`src/rtl/cam_capture.sv`:
```
// Camera parallel-bus capture: assembles RGB565 byte pairs into RGB343 pixels,
// crops to a fixed window, skips settling frames and flags FIFO overflow.
module cam_capture #(
  parameter int unsigned H_PIXELS    = 160,
  parameter int unsigned V_LINES     = 120,
  parameter int unsigned SKIP_FRAMES = 2
) (
  input  logic                Pclk,
  input  logic                rst,
  input  logic                enable,
  input  logic                vsync,
  input  logic                href,
  input  logic [7:0]          cam_data,
  input  logic                fifo_full,
  output logic                fifo_wr,
  output logic [9:0]          fifo_data,
  output logic                frame_start,
  output logic                frame_done,
  output logic [9:0]          x_cnt,
  output logic [8:0]          y_cnt,
  output logic                overflow
);

  localparam int unsigned XW = 10;
  localparam int unsigned YW = 9;
  localparam int unsigned PW = 10;
  localparam int unsigned SW = (SKIP_FRAMES > 1) ? $clog2(SKIP_FRAMES) : 1;

  typedef enum logic [1:0] {S_SKIP, S_WAIT, S_FRAME} state_t;

  state_t          state_q, state_d;
  logic [SW-1:0]   skip_cnt_q, skip_cnt_d;
  logic            vsync_q, href_q;
  logic            phase_q, phase_d;
  logic [5:0]      b0_q, b0_d;
  logic [XW-1:0]   x_cnt_q, x_cnt_d;
  logic [YW-1:0]   y_cnt_q, y_cnt_d;
  logic            fifo_wr_q, fifo_wr_d;
  logic [PW-1:0]   fifo_data_q, fifo_data_d;
  logic            frame_start_q, frame_start_d;
  logic            frame_done_q, frame_done_d;
  logic            overflow_q, overflow_d;

  logic            vs_fall_c, vs_rise_c, href_fall_c, in_window_c;
  logic [PW-1:0]   pix_c;

  assign vs_fall_c   = ~vsync & vsync_q;
  assign vs_rise_c   = vsync & ~vsync_q;
  assign href_fall_c = ~href & href_q;
  assign in_window_c = (32'(x_cnt_q) < H_PIXELS) && (32'(y_cnt_q) < V_LINES);
  // b0 keeps only the R[4:2] and G[5:3] bits of the first byte
  assign pix_c       = {b0_q, cam_data[7], cam_data[4:2]};

  always_comb begin
    state_d       = state_q;
    skip_cnt_d    = skip_cnt_q;
    phase_d       = phase_q;
    b0_d          = b0_q;
    x_cnt_d       = x_cnt_q;
    y_cnt_d       = y_cnt_q;
    fifo_wr_d     = 1'b0;
    fifo_data_d   = fifo_data_q;
    frame_start_d = 1'b0;
    frame_done_d  = 1'b0;
    overflow_d    = overflow_q;
    unique case (state_q)
      S_SKIP: begin
        if (SKIP_FRAMES == 0) begin
          state_d = S_WAIT;
        end else if (vs_rise_c) begin
          if (skip_cnt_q == SW'(SKIP_FRAMES - 1)) state_d = S_WAIT;
          else skip_cnt_d = skip_cnt_q + SW'(1);
        end
      end
      S_WAIT: begin
        if (vs_fall_c && enable) begin
          state_d       = S_FRAME;
          frame_start_d = 1'b1;
          x_cnt_d       = '0;
          y_cnt_d       = '0;
          phase_d       = 1'b0;
        end
      end
      S_FRAME: begin
        // a frame end aborts any line in progress
        if (vs_rise_c) begin
          frame_done_d = 1'b1;
          state_d      = S_WAIT;
        end else if (href_fall_c) begin
          y_cnt_d = (y_cnt_q == '1) ? y_cnt_q : y_cnt_q + YW'(1);
          x_cnt_d = '0;
          phase_d = 1'b0;
        end else if (href) begin
          if (!phase_q) begin
            b0_d    = {cam_data[7:5], cam_data[2:0]};
            phase_d = 1'b1;
          end else begin
            phase_d = 1'b0;
            x_cnt_d = (x_cnt_q == '1) ? x_cnt_q : x_cnt_q + XW'(1);
            if (in_window_c) begin
              if (fifo_full) begin
                overflow_d = 1'b1;
              end else begin
                fifo_wr_d   = 1'b1;
                fifo_data_d = pix_c;
              end
            end
          end
        end
      end
      default: state_d = S_SKIP;
    endcase
  end

  always_ff @(posedge Pclk) begin
    if (rst) begin
      state_q       <= S_SKIP;
      skip_cnt_q    <= '0;
      vsync_q       <= 1'b0;
      href_q        <= 1'b0;
      phase_q       <= 1'b0;
      b0_q          <= '0;
      x_cnt_q       <= '0;
      y_cnt_q       <= '0;
      fifo_wr_q     <= 1'b0;
      fifo_data_q   <= '0;
      frame_start_q <= 1'b0;
      frame_done_q  <= 1'b0;
      overflow_q    <= 1'b0;
    end else begin
      state_q       <= state_d;
      skip_cnt_q    <= skip_cnt_d;
      vsync_q       <= vsync;
      href_q        <= href;
      phase_q       <= phase_d;
      b0_q          <= b0_d;
      x_cnt_q       <= x_cnt_d;
      y_cnt_q       <= y_cnt_d;
      fifo_wr_q     <= fifo_wr_d;
      fifo_data_q   <= fifo_data_d;
      frame_start_q <= frame_start_d;
      frame_done_q  <= frame_done_d;
      overflow_q    <= overflow_d;
    end
  end

  assign fifo_wr     = fifo_wr_q;
  assign fifo_data   = fifo_data_q;
  assign frame_start = frame_start_q;
  assign frame_done  = frame_done_q;
  assign x_cnt       = x_cnt_q;
  assign y_cnt       = y_cnt_q;
  assign overflow    = overflow_q;

endmodule
```
`config.mk`:
```
export PLATFORM = sky130hd
export DESIGN_NAME = cam_capture
export DESIGN_NICKNAME = d
export VERILOG_FILES = /design/src/rtl/cam_capture.sv
export SDC_FILE = /design/constraint.sdc
export NUM_CORES = 1
export LEC_CHECK = 0
export ABC_AREA = 1
export ABC_CLOCK_PERIOD_IN_PS = 1700
export CORE_MARGIN = 3
export CORE_UTILIZATION = 43
export CTS_BUF_LIST = sky130_fd_sc_hd__clkbuf_4
export CTS_CLUSTER_DIAMETER = 50
export CTS_CLUSTER_SIZE = 16
export DETAILED_ROUTE_END_ITERATION = 6
export GPL_ROUTABILITY_DRIVEN = 0
export PLACE_DENSITY = 0.7
export SKIP_CTS_REPAIR_TIMING = 1
export SLEW_MARGIN = 15
export SYNTH_ARGS = -nofsm -noshare
export SYNTH_HDL_FRONTEND = slang
export SYNTH_SLANG_ARGS = --single-unit
```
`constraint.sdc`:
```
create_clock -name Pclk -period 1.7 [get_ports Pclk]
set_clock_uncertainty 0.1 [all_clocks]
set_input_delay 0.34 -clock Pclk [delete_from_list [all_inputs] [get_ports Pclk]]
set_output_delay 0.34 -clock Pclk [all_outputs]
set_load 0.02 [all_outputs]
```
---- After elaboration in Yosys (flattened, before gate mapping) ----
Index checks and enable logic that the tools add are counted.
word-level totals
  output and inout bits ................... 33
  input port bits ......................... 14
  word-level logic and storage cells ...... 87
  register bits after elaboration ......... 45
cells by class
  reduce and logical (&&, ||, !) cells .... 15
  bitwise logic cells ..................... 13
  order comparisons ....................... 2
  multiplexer cells ....................... 27
  equal/unequal tests ..................... 14
  add/sub/neg operators ................... 3
operators with widths
  cell                                                 number
  two-way mux 10 bit                                   6
  two-way mux 9 bit                                    4
  one-hot mux 10 bit (2 select lines)                  1
  one-hot mux 9 bit (2 select lines)                   1
  != test 2 bit, second input constant                 7
  AND reduction 7 bit                                  2
  adder 10 x 1 -> 10 bit, second input constant        1
  == test 10 bit, second input constant                1
  < comparator 10 x 8 -> 1 bit, second input constant  1
  NOT 1 bit                                            10
  AND reduction 5 bit                                  2
  adder 9 x 1 -> 9 bit, second input constant          1
  == test 9 bit, second input constant                 1
  < comparator 9 x 7 -> 1 bit, second input constant   1
  two-way mux 1 bit                                    9
  != test 3 bit, second input constant                 3
  two-way mux 2 bit                                    4
  AND reduction 4 bit                                  2
  OR reduction 7 bit                                   1
  one-hot mux 2 bit (3 select lines)                   1
  AND reduction 6 bit                                  1
  OR reduction 2 bit                                   2
  AND 1 bit                                            3
  == test 2 x 1 -> 1 bit, second input constant        1
  other kinds (7)                                      8

---- Longest topological paths before layout ----
  depth after elaboration ................. 7
  gate-level depth with buffers ........... 12
  depth with buffers taken out ............ 12

---- Worst setup path after synthesis ----
OpenSTA, ideal clock, no wires.
  path type ............................... flip-flop to flip-flop
  start ................................... register y_cnt_q[0], in the netlist y_cnt[0]
  end ..................................... register y_cnt_q[6], in the netlist y_cnt[6]
  setup time .............................. 113 ps
  path buffers ............................ 0
  period minus slack after synthesis ...... 1895 ps
  data arrival time ....................... 1682 ps
  cell stages (with the launch flop) ...... 12
  data required time ...................... 1487 ps
  slack ................................... -195 ps
  cell sequence ........................... dfxtp_1 -> ha_1 -> nand2_1 -> nor4_1 -> ha_1 -> o21ai_0 -> nand2_4 -> inv_2 -> nand2_1 -> nand2_1 -> nand2_1 -> nor2_1
between the ends
  cells in the longest elaborated chain, start to end .. 5
  elaborated cells between the ends (all ways) .. 8
  those cells by class .................... add/sub: 1; eq/ne: 2; mux: 4; reduce/logical: 1
ends and longest elaborated chain
  element                             RTL line  text
  from (decl)                         37        logic [YW-1:0] y_cnt_q, y_cnt_d;
  from (signal assigned)              138       y_cnt_q <= y_cnt_d;
  adder 9 x 1 -> 9 bit                90        y_cnt_d = (y_cnt_q == '1) ? y_cnt_q : y_cnt_q + YW'(1);
  two-way mux 9 bit                   90
  two-way mux 9 bit                   89        end else if (href_fall_c) begin
  two-way mux 9 bit                   86        if (vs_rise_c) begin
  one-hot mux 9 bit (2 select lines)  66        unique case (state_q)
Parallel ways exist; a longest one is shown, timed or not. The select of a mux whose other input is x is not followed.
A chain may end at the register's enable or synchronous reset.

---- Worst setup path in the final report ----
Ends and elaborated chain as after synthesis.

==> metrics.cfg <==
[clocking]
cts_num_sinks=45
max-clock-path-buffers=2
worstSkewPairLatency_ns=0.35
cts-root-buf=clkbuf_4
cts-buffers-inserted=5
path_clk_slew_ns=0.13
cts_max_level=2
cts_tree=built

[synth]
syn_avg_cell_area_um2=6.90
syn_nets=332
yosys.area.top_type=dfxtp_1
synth_cells=315
synth_area_um2=2170
ys_ff_latch=45
synth_top_area_share_pct=41.4
yosysUniqueCellTypes=26
ys_warn_count=0
ys_seq_area_share_pct=41.4
yosys-top-cells-area=dfxtp_1 41%, nor2_1 11%, nand2_1 11%

[critical_path]
r2r-start=y_cnt[0]
rr_worst_depth=12
max_stage_delay_ns=0.39
end_kind=register
r2r-end=y_cnt[6]
crit_chain=ha_4 -> nand2_4 -> nor4_4 -> ha_2 -> o21ai_4 -> nand2_4 -> buf_12 -> inv_6 -> nand2_2 -> nand2_1 -> nand2_1 -> nor2_1
cp_num_buf_inv=2
worstPathRequired_ns=1.85
ff2ff_setup_slack_ns=-0.11
path_max_fanout=6
cp.arrival_ns=1.96
cp_num_cells=12
crit_type=register to register
start_kind=register
cp_slowest_cell=dfxtp_4
cp_top_family=simple AND/OR/NAND/NOR gates

[hold_path]
hold_class=register to register
min_to=b0_q[5]
hold_depth=2
hold_start=b0_q[5]

[layout]
drive_gt1_share_pct=24.3
fillers=417
fin_nets=416
multi_input_area_um2=1230
antennaDiodeCount=0
finalNonFillerCells=467
layout_commonest_cell=nor2_1
mostFrequentLayoutCells=62 x nor2_1, 60 x nand2_1, 38 x dfxtp_1
syn2layout_area_growth_pct=50.2
seq_area_um2=915
postLayoutCellArea_um2=3270

[floorplanning]
num_rows=25
die_area_um2=5950
die_y_um=77.1
io_pins=47
core_region_area_um2=4820
fp.dieW_um=77.1
initial_utilization_pct=45.1

[power_and_ir_drop]
power.density_nw_per_um2=605
leakage_nw=1.90
peakVddDrop_mv=0.929

[route]
ant_nets=0
via_count=2298
wirelength_mm=5.74
firstDrtPassIters=4
post-route-drc-count=0
routed_via_density=4.92
routedWlPerCell_um=12.3
drtIter0Drc=101

[timing]
maxClockFrequency_mhz=553
setup_viol_count_final=8
setup-tns-final_ns=-0.521
fin_crit_sh_pct=106
relSlewSlack_pct=60.4
worst_hold_slack_ns=0.367
setup_ws_ns=-0.110
hold_violations=0
min_period_ns=1.81
rsz0062_at_grt=yes
finalMaxSlewViolations=0
tightestPinTransition_ns=0.594

[place]
dp.cells=454
port_buffers=46
hpwl_mm=3.95
place_area_um2=2940
pre_cts_ws_ns=-0.243

[grt]
antenna_found_initial=0
grt_overflow=0
grt_usage_pct=18.4
grt_max_degree=23
grt_pass1_vias=2107
grt_pass1_wl_mm=9.03

[outcome]
status=complete, but fails checks
violations=setup timing

[job]
drv_cap=0

-- worst min-delay path, cell delays in order, from the launching register on --
cell     delay (ns)
dfxtp_1        0.32
inv_1          0.06
a21oi_1        0.06
-- power by group --
part | internal [W] | switching [W] | total [W] | leakage, nW
sequential | 0.00108 | 0.0000209 | 0.00110 | 0.368
clock | 0.000196 | 0.000342 | 0.000538 | 0.0324
combinational | 0.000153 | 0.000188 | 0.000341 | 1.50
-- synthesized netlist by cell type (all sizes together) --
cell / n
nand4: 4
buf: 3
nand3: 22
nand3b: 11
clkbuf: 3
o211ai: 1
o21ai: 14
or2: 1
a21oi: 19
nor3: 4
nor4: 1
dfxtp: 45
ha: 3
inv: 36
nor2: 73
nand2: 74
a31oi: 1
-- how the worst max path moves through the flow --
stage / startpoint / end / slack [ns]
2_1_floorplan: y_cnt[1] / y_cnt[6] / -0.02
3_5_place_dp: vsync / b0_q[1] / -0.24
5_1_grt: y_cnt[0] / y_cnt[1] / -0.17
3_3_place_gp: vsync / b0_q[0] / -0.21
6_report: y_cnt[0] / y_cnt[6] / -0.11
4_1_cts: x_cnt[7] / x_cnt[7] / -0.25
-- through the flow --
step / power (W) / utilization [%]
after global routing: 0.00207 / 67.8
after detailed placement: 0.00141 / 61.0
final: 0.00198 / 67.8
after CTS: 0.00194 / 62.2
after floorplan: 0.00128 / -
after global placement: 0.00141 / 61.0
-- layer usage --
layer  share of wire, %  vias to the layer above  global-route usage, %
met1                 44                     1072                   22.9
li1                   -                     1170                      -
met5                  0                        -                      0
met3                4.5                        4                   3.99
met2                 51                       52                   32.1
met4               0.84                        0                   4.80
-- kinds of logic after synthesis --
family | count (synthesis) | synth area share (%)
buf+inv | 42 | 7.42
simple gates | 190 | 41.0
compound gates | 35 | 8.40
fa+ha+maj | 3 | 1.73
flops | 45 | 41.4
-- final cells by class --
class / instances / share of cell area [%]
sequential: 45 / 28.0
clock inverter: 1 / 0.230
clock buffer: 7 / 1.61
inverter: 36 / 4.37
multi-input combinational: 229 / 37.8
tap: 67 / 2.57
timing repair buffer: 82 / 25.4
-- flip-flops by register name, indices dropped and copies added, names as in the netlist --
name and cells:
x_cnt 10, state_q 2, phase_q 1, skip_cnt_q 1
y_cnt 9, b0_q 6, frame_done 1, vsync_q 1
href_q 1, fifo_wr 1, frame_start 1, overflow 1
fifo_data 10
Note: power is estimated with default switching activity, not from simulation.
==> RTL change 1: new RTL, same flow settings <==
The parameter `SKIP_FRAMES` goes from 2 to 4.
--- a/src/rtl/cam_capture.sv
+++ b/src/rtl/cam_capture.sv
@@ -4,5 +4,5 @@
   parameter int unsigned H_PIXELS    = 160,
   parameter int unsigned V_LINES     = 120,
-  parameter int unsigned SKIP_FRAMES = 2
+  parameter int unsigned SKIP_FRAMES = 4
 ) (
   input  logic                Pclk,
Function: changed (Yosys sat finds a counterexample within 10 cycles, from zero or initial values and one cycle with rst high).
==> RTL change 1 against the original RTL <==
Sequential cell count rose by 1. Design area rose by 1.1%. Wire length shrank 2.1%. Synthesized area is 1.5% higher. Power rose by 5.5%. Count of clock-buffer cells in the layout fell by 2. Cell count grew 2.8%. Worst setup slack improved by 110 ps. Critical endpoint is now y_cnt[2]. Largest cell class unchanged. Highest routed layer unchanged.
==> RTL change 1: results <==
outcome:
  status: "finished, final reports clean"
logic_synthesis:
  syn_nets: 347
  synth_area_leaders: "dfxtp_1 42%, nand2_1 12%, nor2_1 11%, inv_1 6.3%, nand3_1 4.3%"
  synthCells: 329
  ys_async_sr_fraction_pct: 0
  yosys-top-cells-count: "70 x nand2_1, 67 x nor2_1, 46 x dfxtp_1"
  synth_seq_area_share_pct: 41.72
routing:
  first_iter_violations: 146
  wl_met2_um: 2801
  dr_total_vias: 2319
  first_pass_iters: 4
  detail_route.wl_per_cell_um: 11.72
  drt-met1-wl_um: 2510
  routed_via_density: 4.831
power_and_ir_drop:
  p_leak_nw: 1.976
  max-vdd-ir-drop_v: 0.0005814
place:
  dp_hpwl_um: 3979
  dpl.cell_count: 467
layout:
  fin_nets: 430
  final_layout_size_suffix_gt1_share_pct: 21.79
  nFillCells: 425
timing:
  worst_pin_slew_ps: 283.0
global_routing:
  use_met1_pct: 21.30
  grt_util_all_layers_pct: 18.08
  use_met3_pct: 4.060
  grt_pass1_vias: 2117
  antenna_found_initial: 0
  grt_pass1_wl_um: 8963
  grt_max_degree: 19
  grtUsageMet2_pct: 32.71
setup_path:
  path_max_fanout: 5
clocking:
  h-tree-depth: 2
  worstSkewPairLatency_ps: 380
## RTL change 1: cell count changes after synthesis, sizes merged, moves of 2 or more
cell	unedited run	this run
inv	36	43
nand3	22	19
nor3	4	6
o21ai	14	17
## RTL change 1: worst paths after layout
path,start,endpoint,slack (ps),depth (start not counted)
worst max-delay path,y_cnt[0],y_cnt[2],3,8
worst min-delay path,b0_q[5],b0_q[5],360,2
worst max register to register,y_cnt[0],y_cnt[2],3,8
worst min register to register,b0_q[5],b0_q[5],360,2
## RTL change 1: cells by family (layout without fill, tap and decap cells)
kind of cell             count (synthesis)  count (layout)  synth area share [%]
AO/OA/AOI/OAI                           38              38                 8.901
AND/OR/NAND/NOR                        191             193                 38.49
buffers and inverters                   50             132                 8.616
adder cells (fa/ha/maj)                  4               4                 2.268
flip-flops                              46              46                 41.72
## RTL change 1: where the power goes
part	leakage [nW]	internal (mW)	switching (mW)
Sequential	0.375	1.10	0.0175
Clock	0.0456	0.313	0.374
Combinational	1.55	0.128	0.153
## RTL change 1: final cells by class
| class | instances | share of cell area, % |
|---|---|---|
| clock inverters | 3 | 1.326 |
| flip-flops and latches | 46 | 28.26 |
| multi-input cells | 235 | 37.27 |
| inverters | 43 | 4.962 |
| well taps | 67 | 2.538 |
| clock buffers | 5 | 1.136 |
| repair buffers | 81 | 24.51 |
## RTL change 1: stage by stage
| stage | worst slack, ps | cell area [um2] | hold slack (ps) | setup TNS (ps) |
|---|---|---|---|---|
| 3_3_place_gp | -244.5 | 2984 | 340.2 | -5306 |
| 5_1_grt | -92.41 | 3303 | 404.2 | -521.1 |
| 4_1_cts | -236.0 | 3065 | 365.4 | -5633 |
| 6_report | 3.312 | 3303 | 362.7 | 0 |
| 2_1_floorplan | 1.544 | 2228 | 330.2 | 0 |
| 3_5_place_dp | -308.9 | 2984 | 346.3 | -7088 |
==> RTL change 2: new RTL, same flow settings <==
Without the edit above. Take the reset off `fifo_data_q` and load it in a clocked block of its own.
--- a/src/rtl/cam_capture.sv
+++ b/src/rtl/cam_capture.sv
@@ -124,5 +124,4 @@
       y_cnt_q       <= '0;
       fifo_wr_q     <= 1'b0;
-      fifo_data_q   <= '0;
       frame_start_q <= 1'b0;
       frame_done_q  <= 1'b0;
@@ -138,9 +137,12 @@
       y_cnt_q       <= y_cnt_d;
       fifo_wr_q     <= fifo_wr_d;
-      fifo_data_q   <= fifo_data_d;
       frame_start_q <= frame_start_d;
       frame_done_q  <= frame_done_d;
       overflow_q    <= overflow_d;
     end
+  end
+
+  always_ff @(posedge Pclk) begin
+    fifo_data_q <= fifo_data_d;
   end
 
Check against the original RTL: differs if rst is asserted again (counterexample within 10 cycles, from zero or initial values and one cycle with rst high); with rst held inactive, the same outputs for 10 cycles.
==> RTL change 2 against the original RTL <==
The run still ends with setup timing left. Power shrank 7.5%. Cell count fell by 4.1%. Die area fell by 2.0%. Wire length grew 4.3%. Synthesized area shrank 2.2%. Sequential cell count unchanged. Worst setup slack improved by 5.2 ps. Worst hold slack got worse by 19 ps. Design area increased by 4.7%. Critical endpoint is now y_cnt[8].
==> RTL change 2: results <==
outcome:
  status: "finished with violations"
  violations: "setup timing"
global_routing:
  use_met1_pct: 24.11
  grt_pass1_wl_um: 8735
  grt_pass1_vias: 1952
  grtUsageMet2_pct: 29.44
  use_met3_pct: 3.664
  grt_max_degree: 16
  grt_util_all_layers_pct: 18.21
logic_synthesis:
  synth_compound_area_share_pct: 8.647
  synthAdderAreaFrac_pct: 1.765
  synth_seq_area_share_pct: 47.06
  yosys-top-cells-count: "57 x nand2_1, 48 x nor2_1, 35 x dfxtp_1"
  synthCells: 281
  synth-edff-count: 10
  ys_async_sr_fraction_pct: 0
  synth_area_leaders: "dfxtp_1 33%, edfxtp_1 14%, nand2_1 10%, nor2_1 8.5%, nand3_1 6.1%"
  synth_cell_types: 30
  syn_nets: 298
  synthXorXnorAreaFrac_pct: 0.4118
  synth_warnings: 0
routing:
  dr_total_vias: 2215
  first_iter_violations: 160
  routed_wl_um: 5993
timing:
  fin_ws_ps: -104.4
  tns_ps: -607.6
  setup_viol: 9
  relSlewSlack_pct: 69.63
setup_path:
  critPathMaxStageDelay_ps: 350
  slowest_stage: "dfxtp_2"
  arrival_ps: 2010
  path_max_fanout: 5
power_and_ir_drop:
  max-vdd-ir-drop_v: 0.0003650
  combPwrFrac_pct: 10.2
  internal-power_mw: 1.354
  clkPwrFrac_pct: 29.3
  p_sw_mw: 0.4735
  p_leak_nw: 1.883
place:
  dpl_cell_area_um2: 2988
  dp_hpwl_um: 3905
  pre_cts_slack_ps: -314.2
  dpl.cell_count: 429
clocking:
  worstSkewPairLatency_ps: 370
  clk_pin_slew_ps: 140
layout:
  final_layout_size_suffix_gt1_share_pct: 35.25
  fin_nets: 399
  stdcell_count: 448
==> RTL change 2: changes by cell type in the layout (fill, tap and decap cells not counted), moves of 5 or more <==
cell      delta
buf_4       +10
buf_6        +5
dfxtp_1     -15
dfxtp_2      +6
edfxtp_1    +10
nand2_1     -15
nand3b_1    -11
nor2_1      -17
==> RTL change 2: routing by layer <==
layer  wire (um)  vias to the layer above
met1        2653                     1027
met3         288                        9
met4          89                        0
li1            -                     1117
met5           0                        -
met2        2960                       62
==> RTL change 2: final timing paths <==
kind         startpoint  slack (ps)      endpoint  cells past startpoint
max            y_cnt[0]        -100      y_cnt[8]                      9
min             b0_q[2]         350  fifo_data[6]                      0
max reg2reg    y_cnt[0]        -100      y_cnt[8]                      9
min reg2reg     b0_q[2]         350  fifo_data[6]                      0
==> RTL change 2: area by class of cell <==
cell class	instances	area [um2]
inverters	34	132.6
well taps	65	81.33
clock buffers	5	37.54
fillers	352	1145
multi-input cells	199	1167
repair buffers	97	960.9
clock inverters	3	21.27
flip-flops and latches	45	1018
